### src/rtl/bios_loader_pkg.sv
// Shared types and defaults for the BIOS download loader.
package bios_loader_pkg;

  typedef enum logic [1:0] {
    IDLE,
    READY,
    XFER,
    DONE
  } drain_state_e;

  localparam int          BLK_WORDS_DEF = 64;
  localparam logic [15:0] FILL_WORD_DEF = 16'hFFFF;

endpackage

### src/rtl/bios_pingpong_buf.sv
// Two-bank word buffer with per-bank full flag / fill count and a registered read
// port that substitutes FILL_WORD past the end of a partially filled bank.
module bios_pingpong_buf #(
  parameter int          BLK_WORDS = 64,
  parameter logic [15:0] FILL_WORD = 16'hFFFF,
  localparam int         IW        = $clog2(BLK_WORDS),
  localparam int         CW        = IW + 1
) (
  input  logic          clk_i,
  input  logic          rst_i,
  input  logic          clear_i,
  input  logic          we_i,
  input  logic          wbank_i,
  input  logic [IW-1:0] widx_i,
  input  logic [15:0]   wdata_i,
  input  logic          commit_i,
  input  logic          cbank_i,
  input  logic [CW-1:0] ccount_i,
  input  logic          free_i,
  input  logic          fbank_i,
  input  logic          re_i,
  input  logic          rbank_i,
  input  logic [IW-1:0] ridx_i,
  output logic [15:0]   rdata_o,
  output logic [1:0]    full_o
);

  logic [15:0]         mem [2*BLK_WORDS];
  logic [1:0][CW-1:0]  cnt_q;
  logic [1:0]          full_q;
  logic [15:0]         rdata_q;

  always_ff @(posedge clk_i) begin
    if (we_i) mem[{wbank_i, widx_i}] <= wdata_i;
  end

  // Commit is applied after free so a bank freed and refilled in one cycle ends full.
  always_ff @(posedge clk_i) begin
    if (rst_i) begin
      full_q  <= '0;
      cnt_q   <= '0;
      rdata_q <= '0;
    end else begin
      if (clear_i) begin
        full_q <= '0;
        cnt_q  <= '0;
      end
      if (free_i) full_q[fbank_i] <= 1'b0;
      if (commit_i) begin
        full_q[cbank_i] <= 1'b1;
        cnt_q[cbank_i]  <= ccount_i;
      end
      if (re_i)
        rdata_q <= ({1'b0, ridx_i} < cnt_q[rbank_i]) ? mem[{rbank_i, ridx_i}] : FILL_WORD;
    end
  end

  assign rdata_o = rdata_q;
  assign full_o  = full_q;

endmodule

### src/rtl/bios_loader.sv
// Packs the data_io byte stream into 16-bit words, buffers them in ping-pong banks
// and hands each bank to the BIOS port. Optional checksum: BIOS_LOADER_CHECKSUM_EN.
module bios_loader
  import bios_loader_pkg::*;
#(
  parameter int          BLK_WORDS  = BLK_WORDS_DEF,
  parameter int          ADDR_W     = 13,
  parameter logic [7:0]  BIOS_INDEX = 8'h00,
  parameter logic [15:0] FILL_WORD  = FILL_WORD_DEF
) (
  input  logic              clk_sys,
  input  logic              reset,
  input  logic              ioctl_download,
  input  logic [7:0]        ioctl_index,
  input  logic              ioctl_wr,
  input  logic [24:0]       ioctl_addr,
  input  logic [7:0]        ioctl_dout,
  input  logic              bios_req,
  output logic              bios_wr,
  output logic [ADDR_W-1:0] bios_addr,
  output logic [15:0]       bios_din,
  output logic              bios_loaded,
  output logic              overrun,
  output logic [15:0]       checksum
);

  localparam int IW = $clog2(BLK_WORDS);
  localparam int CW = IW + 1;

  drain_state_e      state_q;
  logic              active_q, end_seen_q, loaded_q, overrun_q, bios_wr_q;
  logic              fill_bank_q, drain_bank_q, lo_vld_q;
  logic [7:0]        lo_q;
  logic [IW-1:0]     wp_q, rp_q;
  logic [ADDR_W-1:0] bios_addr_q;

  logic          active, start, stop, free_now, hi_wr, lo_wr, busy, word_ev;
  logic          word_we, word_drop, commit, fb;
  logic [IW-1:0] wp_b;
  logic [CW-1:0] cnt;
  logic [15:0]   word_d;
  logic [1:0]    full;
  logic          unused_addr;

  assign unused_addr = ^ioctl_addr[24:1];

  assign active   = ioctl_download && (ioctl_index == BIOS_INDEX);
  assign start    = active && !active_q;
  assign stop     = !active && active_q;
  assign free_now = (state_q == DONE);

  // A strobe on the first active cycle targets the freshly cleared bank 0.
  always_comb begin
    fb        = start ? 1'b0 : fill_bank_q;
    wp_b      = start ? '0 : wp_q;
    hi_wr     = active && ioctl_wr && ioctl_addr[0];
    lo_wr     = active && ioctl_wr && !ioctl_addr[0];
    busy      = !start && full[fb] && !(free_now && (drain_bank_q == fb));
    word_ev   = hi_wr || (stop && lo_vld_q);
    word_d    = hi_wr ? {ioctl_dout, lo_q} : {8'h00, lo_q};
    word_we   = word_ev && !busy;
    word_drop = word_ev && busy;
    cnt       = {1'b0, wp_b} + CW'(word_we);
    commit    = (word_we && (wp_b == IW'(BLK_WORDS - 1))) || (stop && (cnt != '0));
  end

  bios_pingpong_buf #(
    .BLK_WORDS(BLK_WORDS),
    .FILL_WORD(FILL_WORD)
  ) u_buf (
    .clk_i   (clk_sys),
    .rst_i   (reset),
    .clear_i (start),
    .we_i    (word_we),
    .wbank_i (fb),
    .widx_i  (wp_b),
    .wdata_i (word_d),
    .commit_i(commit),
    .cbank_i (fb),
    .ccount_i(cnt),
    .free_i  (free_now),
    .fbank_i (drain_bank_q),
    .re_i    ((state_q == XFER) && bios_req),
    .rbank_i (drain_bank_q),
    .ridx_i  (rp_q),
    .rdata_o (bios_din),
    .full_o  (full)
  );

  always_ff @(posedge clk_sys) begin
    if (reset) begin
      state_q      <= IDLE;
      active_q     <= 1'b0;
      end_seen_q   <= 1'b0;
      loaded_q     <= 1'b0;
      overrun_q    <= 1'b0;
      bios_wr_q    <= 1'b0;
      fill_bank_q  <= 1'b0;
      drain_bank_q <= 1'b0;
      lo_vld_q     <= 1'b0;
      lo_q         <= '0;
      wp_q         <= '0;
      rp_q         <= '0;
      bios_addr_q  <= '0;
    end else begin
      active_q <= active;
      if (start) begin
        state_q      <= IDLE;
        end_seen_q   <= 1'b0;
        loaded_q     <= 1'b0;
        overrun_q    <= 1'b0;
        bios_wr_q    <= 1'b0;
        fill_bank_q  <= 1'b0;
        drain_bank_q <= 1'b0;
        lo_vld_q     <= 1'b0;
        wp_q         <= '0;
        bios_addr_q  <= '0;
      end
      if (lo_wr) begin
        lo_q     <= ioctl_dout;
        lo_vld_q <= 1'b1;
      end
      if (hi_wr || stop) lo_vld_q <= 1'b0;
      if (word_drop) overrun_q <= 1'b1;
      if (word_we) wp_q <= wp_b + IW'(1);
      if (commit) begin
        wp_q        <= '0;
        fill_bank_q <= ~fb;
      end
      if (stop) end_seen_q <= 1'b1;
      if (!start && end_seen_q && (full == 2'b00) && (state_q == IDLE)) loaded_q <= 1'b1;
      if (!start) begin
        unique case (state_q)
          IDLE: if (full[drain_bank_q]) begin
            state_q   <= READY;
            bios_wr_q <= 1'b1;
            rp_q      <= '0;
          end
          READY: if (bios_req) state_q <= XFER;
          XFER: begin
            if (bios_req) begin
              bios_addr_q <= bios_addr_q + ADDR_W'(1);
              rp_q        <= rp_q + IW'(1);
            end else begin
              state_q <= DONE;
            end
          end
          DONE: begin
            bios_wr_q    <= 1'b0;
            drain_bank_q <= ~drain_bank_q;
            state_q      <= IDLE;
          end
          default: state_q <= IDLE;
        endcase
      end
    end
  end

`ifdef BIOS_LOADER_CHECKSUM_EN
  logic [15:0] csum_q;
  always_ff @(posedge clk_sys) begin
    if (reset) csum_q <= '0;
    else if (start || word_we) csum_q <= (start ? 16'h0 : csum_q) + (word_we ? word_d : 16'h0);
  end
  assign checksum = csum_q;
`else
  assign checksum = 16'h0;
`endif

  assign bios_wr     = bios_wr_q;
  assign bios_addr   = bios_addr_q;
  assign bios_loaded = loaded_q;
  assign overrun     = overrun_q;

endmodule

### config.mk
export PLATFORM = sky130hd
export DESIGN_NAME = bios_loader
export DESIGN_NICKNAME = d
export VERILOG_FILES = /design/src/rtl/bios_loader_pkg.sv /design/src/rtl/bios_pingpong_buf.sv /design/src/rtl/bios_loader.sv
export SDC_FILE = /design/constraint.sdc
export NUM_CORES = 2
export LEC_CHECK = 0
export BUFFER_PORTS_ARGS = -buffer_cell sky130_fd_sc_hd__buf_4
export CAP_MARGIN = 30
export CORE_ASPECT_RATIO = 1.2
export CORE_MARGIN = 1.5
export CORE_UTILIZATION = 55
export DETAILED_ROUTE_END_ITERATION = 12
export GPL_TIMING_DRIVEN = 1
export PLACE_DENSITY = 0.82
export SYNTH_ARGS = -nofsm -noshare
export SYNTH_HDL_FRONTEND = slang
export SYNTH_HIERARCHICAL = 1
export SYNTH_SLANG_ARGS = --single-unit
### constraint.sdc
create_clock -name clk_sys -period 11.1 [get_ports clk_sys]
set_input_delay 2.22 -clock clk_sys [delete_from_list [all_inputs] [get_ports clk_sys]]
set_output_delay 2.22 -clock clk_sys [all_outputs]
set_load 0.1 [all_outputs]
==> impl_metrics.yaml <==
global_routing:
  overflow: 0
  grt_first_pass_wirelength_um: 313000
  grt.total_usage_pct: 28.9
  antenna_found_initial: 13
  grt_pass1_vias: 43500
  grt_max_degree: 105
sta:
  slew_viol_final: 0
  timing.final.ws_setup_ps: 3710
  max_slew.worst_pin.slew_ps: 1220
  fmax_mhz: 135
  rsz0062_at_grt: "no"
  min_period_ps: 7390
  period_share_pct: 66.6
  finalSetupViolCount: 0
  slew_headroom_pct: 18.6
  setup_tns_ps: 0
  fin_worst_skew_ps: 29.9
  hold_viol: 0
logic_synthesis:
  yosys.area.top_type: "edfxtp_1"
  postSynthAreaPerCell_um2: 21.4
  synth_area_leaders: "edfxtp_1, mux4_2, dfxtp_1, mux2i_1, nor2_1"
  async_flop_share_pct: 0
  synth_ff_type: "edfxtp_1"
  ys_ff_latch: 2123
  synth_edf_count: 2048
  ys_seq_area_share_pct: 76.0
  synth.distinct_cells: 87
  netlist_area_um2: 82900
  yosysWarningCount: 6
  synthesis.instances: 3866
  yosysTopAreaCellShare_pct: 74.2
routing:
  wl_um: 219000
  post_drt_wl_per_cell_um: 35.3
  drtAntennaViolNets: 0
  dr.first_iter.drc_count: 7356
  vias: 43300
  dr.pass1.iters: 6
  drc: 0
  via_per_inst: 6.97
clock_tree:
  cts_setup_buffers: 0
  clkTransAtPathRegs_ps: 70
  cts_tree: "yes"
  clock_path_buffers: 3
  cts_buffers: 184
  clock-sinks: 2123
  worstSkewPairLatency_ps: 840
  cts_root_buf: "clkbuf_16"
  cts.hold.buffers_added: 0
  htreeDepth: 4
  cts_resized: 0
place:
  io_buffers: 53
  gp_congestion: 0.922
  hpwl_um: 120000
  pre_cts_ws_ps: 2790
critical_path:
  startpoint: "ioctl_index[3]"
  end_kind: "flip-flop"
  ff2ff_path_depth: 8
  crit_fanout: 26
  critPathCapture: "u_buf/cnt_q[5]"
  timing.rr.start: "rp_q[0]"
  r2r-end: "u_buf/rdata_o[14]"
  cp.arrival_ps: 8080
  cp.depth: 19
  slowest_delay_ps: 910
  cpLargestDelayFamily: "compound AO/OA/AOI/OAI gates"
  reg2reg_slack_ps: 6020
  cp.buffers_inverters: 3
  worstSetupPathType: "in -> reg"
  cp_common_cell: "ha_1"
  cp.required_ps: 11790
  critPathSlowestCell: "ha_1"
  critPathLaunchType: "input pin"
  worstPathCellList: "buf_4 -> or4_4 -> or3_1 -> inv_1 -> ha_1 -> a221oi_2 -> a21oi_2 -> ha_1 -> ha_1 -> nand3_1 -> xor2_1 -> o211a_1 -> a21oi_1 -> or2_1 -> nor2b_1 -> buf_4 -> nor3b_1 -> a21oi_1 -> nor2_1"
die:
  die_y_um: 428
  core-area_um2: 149000
  placementRows: 155
  pin_count: 94
  die_w_um: 357
  die_area_um2: 153000
  start_util_pct: 55.6
cells_and_area:
  nets: 4154
  drive_gt1_share_pct: 26.3
  area_delta_synth_final_pct: 10.9
power_and_ir_drop:
  power_density_nw_per_um2: 163
  p_sw_mw: 2.92
  seq_power_share_pct: 57.6
  power_frac_comb_pct: 0.3
  p_int_mw: 12.1
  clkPwrFrac_pct: 42.2
  peakVddDrop_v: 0.000182
  switching_share_pct: 19.4
  p_leak_nw: 28.3
status:
  status: "complete, no violations"
flow_run:
  cap_viol_max_count: 0
worst_hold_path:
  hp-class: "reg -> reg"
==> logic make-up (layout without fill, tap and decap cells) <==
logic type                 Yosys count  after routing  synth area share, %
muxes                              688            688                 16.4
DFF                               2123           2123                 76.0
and+or+nand+nor                    513            513                 2.89
adders and majority gates           16             16                0.242
xor gates and xnor gates            21             21                0.222
other                                1             24              0.00453
buffers and inverters              246            605                 1.86
AOI/OAI and AO/OA                  258            258                 2.33
==> cell usage in the layout (no fill, tap or decap), drive strengths merged, types with 26 or more instances in the layout <==
| cell type | n |
|---|---|
| edfxtp | 2048 |
| mux4 | 536 |
| buf | 253 |
| clkbuf | 238 |
| nor2 | 217 |
| mux2i | 139 |
| nand2 | 97 |
| clkinv | 76 |
| dfxtp | 75 |
| a21oi | 54 |
| nand3 | 45 |
| o22ai | 27 |
| o221ai | 26 |
==> worst min-delay path by stage <==
| stage | end | slack [ps] | cells past startpoint | from |
|---|---|---|---|---|
| 2_1_floorplan | u_buf/cnt_q[11] | 450 | 2 | u_buf/cnt_q[11] |
| 3_3_place_gp | overrun | 450 | 1 | overrun |
| 3_5_place_dp | overrun | 460 | 1 | overrun |
| 4_1_cts | overrun | 480 | 1 | overrun |
| 5_1_grt | overrun | 500 | 1 | overrun |
| 6_report | overrun | 470 | 1 | overrun |
==> synth_stat cells (all sizes together), types with 4 or more instances <==
master / count
nand4: 9
a22o: 10
nand3b: 4
buf: 149
xor2: 9
nand2: 97
a22oi: 24
or3: 8
xnor2: 12
dfxtp: 75
inv: 15
and2: 9
a221oi: 10
mux4: 536
or2: 5
a2111oi: 10
ha: 16
nor4b: 4
a211oi: 20
and3: 21
nor2: 217
nand2b: 16
o211ai: 8
mux2i: 139
o22ai: 27
nor4: 15
nor3b: 8
edfxtp: 2048
a311oi: 6
a31oi: 12
nor2b: 25
nor3: 22
o221ai: 26
clkbuf: 80
o31ai: 7
mux2: 13
o21ai: 13
a21oi: 54
nand3: 45
==> layout make-up <==
| type | instances | area [µm²] |
|---|---|---|
| Multi-Input combinational cell | 1512 | 18500 |
| Fill cell | 9249 | 57200 |
| Tap cell | 1962 | 2450 |
| Antenna cell | 8 | 20.0 |
| Sequential cell | 2123 | 63000 |
| Clock buffer | 237 | 4910 |
| Timing Repair Buffer | 254 | 2030 |
| Inverter | 17 | 68.8 |
| Clock inverter | 97 | 938 |
==> per-layer routing <==
layer  up-vias  global-route usage [%]  part of all wire [%]
li1      16600                       -                     -
met1     22100                    36.0                    32
met2      3768                    45.1                    48
met3       858                    8.32                    13
met4        14                    17.0                   7.1
met5         -                   0.381                 0.037
==> state kept, by name, summed over array words and instances (netlist names), 2 cells and up <==
signal	cells
u_buf/full_o	2
u_buf/rdata_o	16
wp_q	6
u_buf/mem	2048
bios_addr	13
lo_q	8
state_q	2
u_buf/cnt_q	14
rp_q	6
==> through the flow <==
step           total power [mW]  util (%)  cells  hold slack, ps  area (µm²)
3_5_place_dp               8.85      57.7   5863             462       86000
6_report                   15.0      61.6   6210             472       91900
5_1_grt                    15.3      61.6   6202             501       91900
2_1_floorplan              8.85         -   3881             448       82900
4_1_cts                    15.0      61.6   6197             477       91800
3_3_place_gp               8.85      57.6   5862             454       86000
==> power groups by stage <==
stage | Combinational [mW] | Sequential, mW | Clock, mW
2_1_floorplan | 0.0338 | 8.81 | 0
3_3_place_gp | 0.0379 | 8.81 | 0
3_5_place_dp | 0.0380 | 8.81 | 0
4_1_cts | 0.0383 | 8.64 | 6.36
5_1_grt | 0.0399 | 8.63 | 6.63
6_report | 0.0386 | 8.64 | 6.33
(Power assumes the default switching activity.)
